## src/rtl/mac_subset_mq.sv

```systemverilog
// Multi-channel GMII-style transmit sequencer.
// Reads length-prefixed packets from a shared RAM and frames them with lead/trail slots.
module mac_subset_mq #(
  parameter int mac_aw     = 10,
  parameter int n_ch       = 2,
  parameter int big_endian = 0,
  parameter int lead       = 4,
  parameter int trail      = 4,
  parameter int ifg        = 24,
  parameter int guard      = 256
) (
  input  logic                   tx_clk,
  input  logic                   tx_rst,
  output logic [mac_aw-1:0]      host_raddr,
  input  logic [15:0]            host_rdata,
  input  logic [n_ch*mac_aw-1:0] buf_start_addr,
  input  logic [n_ch-1:0]        tx_mac_start,
  output logic [n_ch-1:0]        tx_mac_done,
  input  logic                   scanner_busy,
  output logic                   strobe_s,
  output logic                   strobe_l,
  output logic [7:0]             mac_data,
  output logic [2:0]             tx_chan
);

  typedef enum logic [2:0] {
    IDLE, LEN, HOLD, LEAD, DATA, TRAIL, GAP, DONE
  } state_t;

  localparam logic [15:0] LEAD_M1  = 16'(lead - 1);
  localparam logic [15:0] TRAIL_M1 = 16'(trail - 1);
  localparam logic [15:0] IFG_M1   = 16'((ifg > 0) ? ifg - 1 : 0);
  localparam logic [15:0] GUARD    = 16'(guard);

  state_t state, state_nxt;

  (* ASYNC_REG = "TRUE" *) logic [1:0] busy_sync;
  logic        busy_s;
  logic [15:0] idle_cnt;
  logic [15:0] cnt;
  logic [15:0] len_last;
  logic [10:0] len;
  logic        len_rdy;
  logic [2:0]  chan;
  logic [2:0]  last;
  logic [2:0]  sel;
  logic        found;
  logic [7:0]  elig;
  logic [3:0]  idx;
  logic        hi_sel;

  assign busy_s   = busy_sync[1];
  assign len_last = {5'b0, len} - 16'd1;

  always_ff @(posedge tx_clk or posedge tx_rst) begin
    if (tx_rst) begin
      busy_sync <= 2'b00;
      idle_cnt  <= '0;
    end else begin
      busy_sync <= {busy_sync[0], scanner_busy};
      if (busy_s)
        idle_cnt <= '0;
      else if (idle_cnt != GUARD)
        idle_cnt <= idle_cnt + 16'd1;
    end
  end

  // Round-robin: search starts one past the last channel served.
  always_comb begin
    elig  = 8'(tx_mac_start & ~tx_mac_done);
    sel   = last;
    found = 1'b0;
    idx   = '0;
    for (int i = 1; i <= n_ch; i++) begin
      idx = 4'(last) + 4'(i);
      if (idx >= 4'(n_ch))
        idx = idx - 4'(n_ch);
      if (!found && elig[idx[2:0]]) begin
        found = 1'b1;
        sel   = idx[2:0];
      end
    end
  end

  always_ff @(posedge tx_clk or posedge tx_rst) begin
    if (tx_rst)
      state <= IDLE;
    else
      state <= state_nxt;
  end

  always_comb begin
    state_nxt = state;
    unique case (state)
      IDLE:  if (found) state_nxt = LEN;
      LEN:   if (len_rdy)
               state_nxt = (host_rdata[10:0] == 11'd0) ? DONE : HOLD;
      HOLD:  if (idle_cnt == GUARD) state_nxt = LEAD;
      LEAD:  if (cnt == LEAD_M1) state_nxt = DATA;
      DATA:  if (cnt == len_last) state_nxt = TRAIL;
      TRAIL: if (cnt == TRAIL_M1) state_nxt = GAP;
      GAP:   if (cnt == IFG_M1) state_nxt = DONE;
      DONE:  state_nxt = IDLE;
      default: state_nxt = IDLE;
    endcase
  end

  always_ff @(posedge tx_clk or posedge tx_rst) begin
    if (tx_rst) begin
      cnt         <= '0;
      len         <= '0;
      len_rdy     <= 1'b0;
      chan        <= '0;
      last        <= 3'(n_ch - 1);
      host_raddr  <= '0;
      tx_mac_done <= '0;
    end else begin
      cnt     <= (state != state_nxt) ? 16'd0 : cnt + 16'd1;
      len_rdy <= (state == LEN) && !len_rdy;
      if (state == IDLE && found) begin
        chan       <= sel;
        last       <= sel;
        host_raddr <= buf_start_addr[sel*mac_aw +: mac_aw];
      end
      if (state == LEN && len_rdy) begin
        len        <= host_rdata[10:0];
        host_raddr <= host_raddr + 1'b1;
      end
      // Advance after the first byte of a word; RAM latency covers the second.
      if (state == DATA && !cnt[0] && (cnt + 16'd2 < {5'b0, len}))
        host_raddr <= host_raddr + 1'b1;
      for (int k = 0; k < n_ch; k++) begin
        if (!tx_mac_start[k])
          tx_mac_done[k] <= 1'b0;
        if (state == DONE && chan == 3'(k))
          tx_mac_done[k] <= 1'b1;
      end
    end
  end

  assign strobe_l = state inside {LEAD, DATA, TRAIL};
  assign strobe_s = (state == DATA);
  assign tx_chan  = chan;
  assign hi_sel   = (big_endian != 0) ? ~cnt[0] : cnt[0];
  assign mac_data = !strobe_s ? 8'h00 :
                    hi_sel ? host_rdata[15:8] : host_rdata[7:0];

endmodule

```

## config.mk

```make
export PLATFORM = sky130hd
export DESIGN_NAME = mac_subset_mq
export DESIGN_NICKNAME = d
export VERILOG_FILES = /design/src/rtl/mac_subset_mq.sv
export SDC_FILE = /design/constraint.sdc
export NUM_CORES = 1
export LEC_CHECK = 0
export ABC_AREA = 1
export BUFFER_PORTS_ARGS = -buffer_cell sky130_fd_sc_hd__buf_2
export CELL_PAD_IN_SITES_DETAIL_PLACEMENT = 0
export CELL_PAD_IN_SITES_GLOBAL_PLACEMENT = 2
export CORE_MARGIN = 2
export CORE_UTILIZATION = 36
export CTS_CLUSTER_SIZE = 14
export DETAILED_ROUTE_END_ITERATION = 8
export PLACE_DENSITY_LB_ADDON = 0.1
export SLEW_MARGIN = 20
export SYNTH_ARGS = -nofsm -noshare
export SYNTH_HDL_FRONTEND = slang
export SYNTH_SLANG_ARGS = --single-unit
```

## constraint.sdc

```tcl
create_clock -name tx_clk -period 6.4 [get_ports tx_clk]
set_input_delay 0.32 -clock tx_clk [delete_from_list [all_inputs] [get_ports tx_clk]]
set_output_delay 0.32 -clock tx_clk [all_outputs]
set_load 0.01 [all_outputs]
```

==> results of run 1 <==
==> final timing paths <==
path | startpoint | to | slack [ns] | cells after the start
worst max-delay path | cnt[2] | host_raddr[1] | 3.51 | 14
worst min-delay path | scanner_busy | busy_sync[0] | 0.09 | 1
worst max register to register | cnt[2] | host_raddr[1] | 3.51 | 14
worst min register to register | busy_sync[0] | busy_sync[1] | 0.35 | 0
max in group asynchronous | tx_rst | cnt[9] | 5.57 | 3
min in group asynchronous | tx_rst | tx_chan[1] | 0.21 | 3
==> layout by cell type (no fill, tap or decap), drive strengths merged <==
cell / Yosys / routed
nand2: 144 / 144
nor2: 101 / 101
inv: 85 / 85
buf: 8 / 66
nand3: 65 / 65
dfrtp: 64 / 64
o21ai: 34 / 34
xor2: 29 / 29
a21oi: 25 / 25
ha: 23 / 23
nor3: 21 / 21
clkbuf: 5 / 13
nand4: 12 / 12
nor4: 8 / 8
xnor2: 7 / 7
or2: 4 / 4
nand3b: 3 / 3
o211ai: 3 / 3
clkinv: 1 / 3
o41ai: 2 / 2
o21a: 2 / 2
a221oi: 1 / 1
a31oi: 1 / 1
o21bai: 1 / 1
bufinv: 0 / 1
dfstp: 1 / 1
==> metrics by stage <==
step	instance area, um^2	hold WS, ns	total power [W]	setup WS (ns)
after floorplan	4710	0.331	0.000441	4.04
after global placement	5170	0.337	0.000463	3.54
after detailed placement	5170	0.336	0.000463	3.49
after CTS	5470	0.0745	0.000971	3.47
after global routing	5470	0.0764	0.000995	3.14
final	5470	0.0860	0.000955	3.51
==> critical path, cell delays in order, from the launching register on <==
cell and delay [ns]:
dfrtp_1 0.46, ha_1 0.27, nand3_2 0.15, nor2_2 0.23, xor2_1 0.11, ha_1 0.30, nand2_1 0.07, o21ai_0 0.17
a21oi_1 0.06, o21ai_0 0.15, nand2_1 0.08, nand2_2 0.25, nand2_2 0.23, o21ai_1 0.17, nand2_1 0.06
==> power breakdown <==
part           switching [W]  internal (W)
Combinational      0.0000231     0.0000155
Sequential        0.00000263      0.000414
Clock               0.000178      0.000322
Total               0.000204      0.000751
==> metal layers <==
metal | wire [um] | share of wire [%] | up-vias
met5 | 0 | 0 | -
met4 | 242 | 1.9 | 0
met3 | 496 | 4.0 | 18
met2 | 5790 | 46 | 78
met1 | 6010 | 48 | 2005
li1 | - | - | 2231
==> flip-flops by register name, summed over array words and instances, names as in the netlist <==
register	cells
tx_chan	3
tx_mac_done	2
cnt	16
state	3
len_rdy	1
last	1
host_raddr	10
busy_sync	2
idle_cnt	16
len	11
==> cell families after synthesis <==
family,share of synthesized area (%)
flip-flops,34.6
buffers and inverters,8.75
AO/OA/AOI/OAI,8.03
XOR/XNOR,6.70
adder cells (fa/ha/maj),6.11
AND/OR/NAND/NOR,35.8
==> final cells by class <==
class / instances / share of cell area [%]
clock buffer: 13 / 4.76
clock inverter: 3 / 0.732
inverter: 86 / 5.91
multi-input combinational: 486 / 48.8
sequential: 65 / 29.8
tap: 172 / 3.94
timing repair buffer: 66 / 6.09
==> metrics.md, run 1 <==
| Metric | Value |
|---|---|
| GR Util met3 | 3.28% |
| Period minus WS final | 2.89 ns |
| Vias/cell | 4.86 |
| Worst Tran Pin Value | 0.874 ns |
| Mapped Area | 4710 um^2 |
| Accumulated negative setup slack | 0 ns |
| Tot GR Track Use | 18.9% |
| WL/cell | 14.1 um |
| Final GP Congestion | 0.800 |
| Net Count, Synth | 714 |
| Setup CP Type | reg2reg |
| Io pins | 66 |
| Syn. warnings | 0 |
| GR peak layer | met2 |
| Crit-path max FO | 16 |
| Power Density | 175 nW/um^2 |
| DR pass1 iterations | 5 |
| Routing usage on met2 | 30.1% |
| Most instantiated library cell after synthesis | nand2_1 |
| Max rail drop VDD | 0.107 mV |
| Sink Count | 65 |
| CTS Buf Count | 9 |
| Full die area | 14000 um^2 |
| CTS resizes | 0 |
| Register area share after synthesis | 34.6% |
| Ranking of synthesized cells by area | dfrtp_1 (34%), nand2_1 (11%), nand3_1 (6.7%) |
| Fin. max-slew vios | 0 |
| Met1 Resource Use GR | 25.6% |
| CP Launch Type | flop |
| Mean Syn Cell Area | 7.24 um^2 |
| Unrepaired setup endpoints after global routing | no |
| HP Class | in2reg |
| Vias in the first global route | 4256 |
| Worst Clk Skew | 0.00720 ns |
| Clk root buf | clkbuf_16 |
| Top cells by count, synth | nand2_1 (136), nor2_1 (82), inv_1 (77) |
| EDFF count, synth | 0 |
| Total Wirelength | 12500 um |
| Core Footprint | 12700 um^2 |
| Max cap viols | 0 |
| Post-DRT Antenna Nets | 0 |
| Leak | 2.62 nW |
| WP data required | 6.62 ns |
| Clk_lat worst skew | 0.34 ns |
| Fin nets | 778 |
| Num rows | 41 |
| Dpl cells | 875 |
| Initial antenna violation count | 0 |
| Leading area contributor after synthesis | dfrtp_1 |
| Fillers | 1381 |
| Peak Freq | 0.346 GHz |
| Area growth from synthesis to layout | 16.1% |
| #FFs+latches synth | 65 |
| Main flop type after synthesis | dfrtp_1 |
| Hold Fails Final Rpt | 0 |
| # diodes | 0 |
| Largest net degree at the start of global routing | 66 |
| Multi-input logic area | 2670 um^2 |
| First-pass GRT wire length | 21100 um |
| Share of the synthesized area in the top cell type | 34.0% |
| Setup Fix Bufs, Post-CTS | 0 |
| Final Non-Filler Cells | 891 |
| DRT iter0 DRCs | 231 |
| Hold Buf Count CTS | 0 |
| CTS tree | yes |
| Synth Instances | 650 |
| Share of post-route cells with drive strength above 1 | 17.4% |
| CP Capture Type | flop |
| Port Buffers | 65 |
| Die H | 118 um |
| DP HPWL | 9760 um |
| Outcome | finished clean |
| Maximum root-to-sink buffer count | 2 |
| Via count | 4332 |
| Relative slew slack | 41.7% |
| CTS HTree Levels | 3 |
| Final Core Density | 43.1% |
| Synth cell types | 39 |
| Register area | 1630 um^2 |
| Starting Density | 37.1% |
| Post-route DRC | 0 |
| Die width | 118 um |
| Setup violators final | 0 |
| Critical Path AT | 3.12 ns |
| Worst-path clk slew | 0.06 ns |
| Tcrit/Tclk final | 45.2% |
| Asr flop ratio synth | 100% |
| Global route total overflow | 0 |
Power figures use the tool's default switching activity.
==> run 2: changes to the inputs <==
Settings changed: ABC_AREA 1 to 0, CORE_UTILIZATION 36 to 35.
Clock period 6.4 ns to 2.9 ns, I/O delays scaled along.
==> run 2 against run 1 <==
Sequential cell count did not move. Largest power group unchanged. Global-route usage fell by 1.1 points. Clock skew rose by 0.0034 ns. Sequential power rose by 120%. Non-clock buffer count rose by 40. Worst hold slack got worse by 0.058 ns. Critical path type unchanged. Critical path depth fell by 1. Worst setup slack got worse by 3.4 ns. Wire length fell by 6.5%. Via count fell by 7.2%. Clock power rose by 130%. Total power rose by 130%.
==> metrics.md, run 2 <==
| Metric | Value |
|---|---|
| Outcome | finished clean (unchanged) |
| Final Core Density | 45.4% (was 43.1%) |
| Via count | 4022 (was 4332) |
| Post-DP Area | 5210 um^2 (was 5170 um^2) |
| WP data required | 3.13 ns (was 6.62 ns) |
| Max rail drop VDD | 0.332 mV (was 0.107 mV) |
| Final GP Congestion | 0.845 (was 0.800) |
| Register area share after synthesis | 35.9% (was 34.6%) |
| Peak Freq | 0.359 GHz (was 0.346 GHz) |
| Hold Fails Final Rpt | 0 (unchanged) |
| Largest registers | cnt (16), idle_cnt (16), len (11) (unchanged) |
| Top cells by count, synth | dfrtp_1 (64), nor2_1 (52), nand2_1 (44) (was nand2_1 (136), nor2_1 (82), inv_1 (77)) |
| Post-route DRC | 0 (unchanged) |
| Share of the synthesized area in the top cell type | 35.4% (was 34.0%) |
| Vias in the first global route | 4034 (was 4256) |
| DRT iter0 DRCs | 164 (was 231) |
| Core Footprint | 12600 um^2 (was 12700 um^2) |
| Net Count, Synth | 588 (was 714) |
| Reg2Reg Depth | 13 (was 14) |
| Fin nets | 675 (was 778) |
| CTS tree | yes (unchanged) |
| Fin. max-slew vios | 0 (unchanged) |
| Critical Path AT | 3.02 ns (was 3.12 ns) |
| Tot GR Track Use | 17.8% (was 18.9%) |
| Relative slew slack | 62.8% (was 41.7%) |
| Most frequent cells in the layout | buf_2 (65), dfrtp_1 (63), nor2_1 (51), nand2_1 (43), buf_4 (34) (was nand2_1 (136), nor2_1 (82), inv_1 (76), buf_2 (65), dfrtp_1 (64)) |
| Clk_lat worst skew | 0.35 ns (was 0.34 ns) |
| #FFs+latches synth | 65 (unchanged) |
| Share of post-route cells with drive strength above 1 | 25.8% (was 17.4%) |
| Mapped Area | 4530 um^2 (was 4710 um^2) |
| Worst Tran Pin Value | 0.553 ns (was 0.874 ns) |
| Die H | 118 um (about the same) |
| DR pass1 iterations | 4 (was 5) |
| Leading area contributor after synthesis | dfrtp_1 (unchanged) |
| Power Density | 379 nW/um^2 (was 175 nW/um^2) |
| Most instantiated library cell after synthesis | dfrtp_1 (was nand2_1) |
| Worst Clk Skew | 0.0106 ns (was 0.00720 ns) |
| Num rows | 41 (unchanged) |
| Asr flop ratio synth | 100% (unchanged) |
| Total Wirelength | 11700 um (was 12500 um) |
| DP HPWL | 8630 um (was 9760 um) |
| Maximum root-to-sink buffer count | 2 (unchanged) |
| Reg2reg start | cnt[2] (unchanged) |
| Global route total overflow | 0 (unchanged) |
| CTS Buf Count | 9 (unchanged) |
| Hold worst-path end | tx_mac_done[1] (was busy_sync[0]) |
| EDFF count, synth | 0 (unchanged) |
| WL/cell | 14.9 um (was 14.1 um) |
| HP Class | in2reg (unchanged) |
| Synth cell types | 59 (was 39) |
| Largest net degree at the start of global routing | 51 (was 66) |
| Tcrit/Tclk final | 96.1% (was 45.2%) |
| Io pins | 66 (unchanged) |
| Post-DRT Antenna Nets | 0 (unchanged) |
| Die width | 118 um (about the same) |
| Post-route cell area | 5730 um^2 (was 5470 um^2) |
| Setup violators final | 0 (unchanged) |
| Initial antenna violation count | 0 (unchanged) |
| # diodes | 0 (unchanged) |
| Full die area | 13900 um^2 (was 14000 um^2) |
| Worst-path clk slew | 0.06 ns (about the same) |
| Commonest non-fill, non-tap cell in the layout | buf_2 (was nand2_1) |
| Mean Syn Cell Area | 8.64 um^2 (was 7.24 um^2) |
| Starting Density | 35.9% (was 37.1%) |
| Hold depth | 2 (was 1) |
| Synth Instances | 524 (was 650) |
| Max cap viols | 0 (unchanged) |
| Unrepaired setup endpoints after global routing | yes (was no) |
| Leak | 2.57 nW (was 2.62 nW) |
| CP Capture Type | flop (unchanged) |
| CTS HTree Levels | 3 (unchanged) |
| Setup CP Type | reg2reg (unchanged) |
| Fillers | 1307 (was 1381) |
| Clk root buf | clkbuf_16 (unchanged) |
| Area growth from synthesis to layout | 26.4% (was 16.1%) |
| CP Launch Type | flop (unchanged) |
| Ranking of synthesized cells by area | dfrtp_1 (35%), ha_1 (6.4%), xor2_1 (4.6%) (was dfrtp_1 (34%), nand2_1 (11%), nand3_1 (6.7%)) |
| Port Buffers | 65 (unchanged) |
| Vias/cell | 5.10 (was 4.86) |
| R2R Path End | host_raddr[6] (was host_raddr[1]) |
| First-pass GRT wire length | 19900 um (was 21100 um) |
| Main flop type after synthesis | dfrtp_1 (unchanged) |
| R2r setup slk | 0.11 ns (was 3.51 ns) |
| Syn. warnings | 0 (unchanged) |
| Crit-path max FO | 4 (was 16) |
| Hold Path Origin | tx_mac_start[1] (was scanner_busy) |
| Sink Count | 65 (unchanged) |
| Period minus WS final | 2.79 ns (was 2.89 ns) |
-- run 2: metal layers --
metal	track usage, %	part of all wire (%)	vias up
met1	22.5	46	1936
met5	0	0	-
li1	-	-	2031
met3	5.38	3.6	11
met4	5.72	1.6	0
met2	29.1	49	44
-- run 2: cell type report --
class / count / area (um^2) / share of cell area, %
inverters: 28 / 105 / 1.84
multi-input cells: 401 / 2750 / 48.0
clock buffers: 11 / 233 / 4.06
flip-flops and latches: 65 / 1630 / 28.5
well taps: 172 / 215 / 3.76
repair buffers: 106 / 713 / 12.5
clock inverters: 5 / 80.1 / 1.40
-- run 2: worst max-delay path, cell delays in order, from the launching register on --
cell and delay [ns]:
dfrtp_1 0.42, ha_4 0.18, buf_4 0.11, nand3_1 0.08
xnor2_1 0.13, ha_1 0.31, a22oi_1 0.16, nand3_1 0.10
a41oi_2 0.20, nor3_2 0.07, o31ai_4 0.30, buf_12 0.15
mux2_4 0.29, o21a_1 0.16
-- run 2: worst max path at each step --
stage,startpoint,to,slack [ns],cells after the start
CTS,cnt[2],host_raddr[6],0.005,14
global route,cnt[5],host_raddr[6],-0.03,12
finish,cnt[2],host_raddr[6],0.11,13
floorplan,cnt[1],host_raddr[2],0.03,15
detailed placement,cnt[2],host_raddr[6],-0.14,14
global placement,cnt[1],host_raddr[6],-0.04,14
-- run 2: logic make-up (layout without fill, tap and decap cells) --
family	count (synthesis)	after routing	synth area share, %
simple gates	212	212	23.8
compound gates	98	98	14.5
flops	65	65	35.9
buf+inv	58	150	5.47
xor+xnor	47	47	9.09
fa+ha+maj	23	23	6.35
mux	21	21	4.86
-- run 2: what timing repair did --
item                                    4_1_cts  5_1_grt
hold buffers                                  2        0
hold endpoints to repair                     16        0
pin swaps                                     5        9
setup buffers                                 6        2
cloned                                        1        0
endpoints found under the setup margin        2       26
resized for setup                             4       12
-- run 2: through the flow --
step	hold WS (ns)	std cells	TNS [ns]	setup WS, ns	total power (W)
3_3_place_gp	0.142	761	-0.0421	-0.0421	0.00102
2_1_floorplan	0.176	524	0	0.0303	0.000972
6_report	0.0278	788	0	0.112	0.00217
3_5_place_dp	0.143	761	-0.179	-0.137	0.00102
4_1_cts	0.0128	786	0	0.00522	0.00221
5_1_grt	0.00938	788	-0.0352	-0.0274	0.00226
-- run 2: power by group --
| part | switching, W | internal, W |
|---|---|---|
| clock network | 0.000414 | 0.000751 |
| logic | 0.0000461 | 0.0000389 |
| registers | 0.00000750 | 0.000912 |
| total | 0.000467 | 0.00170 |
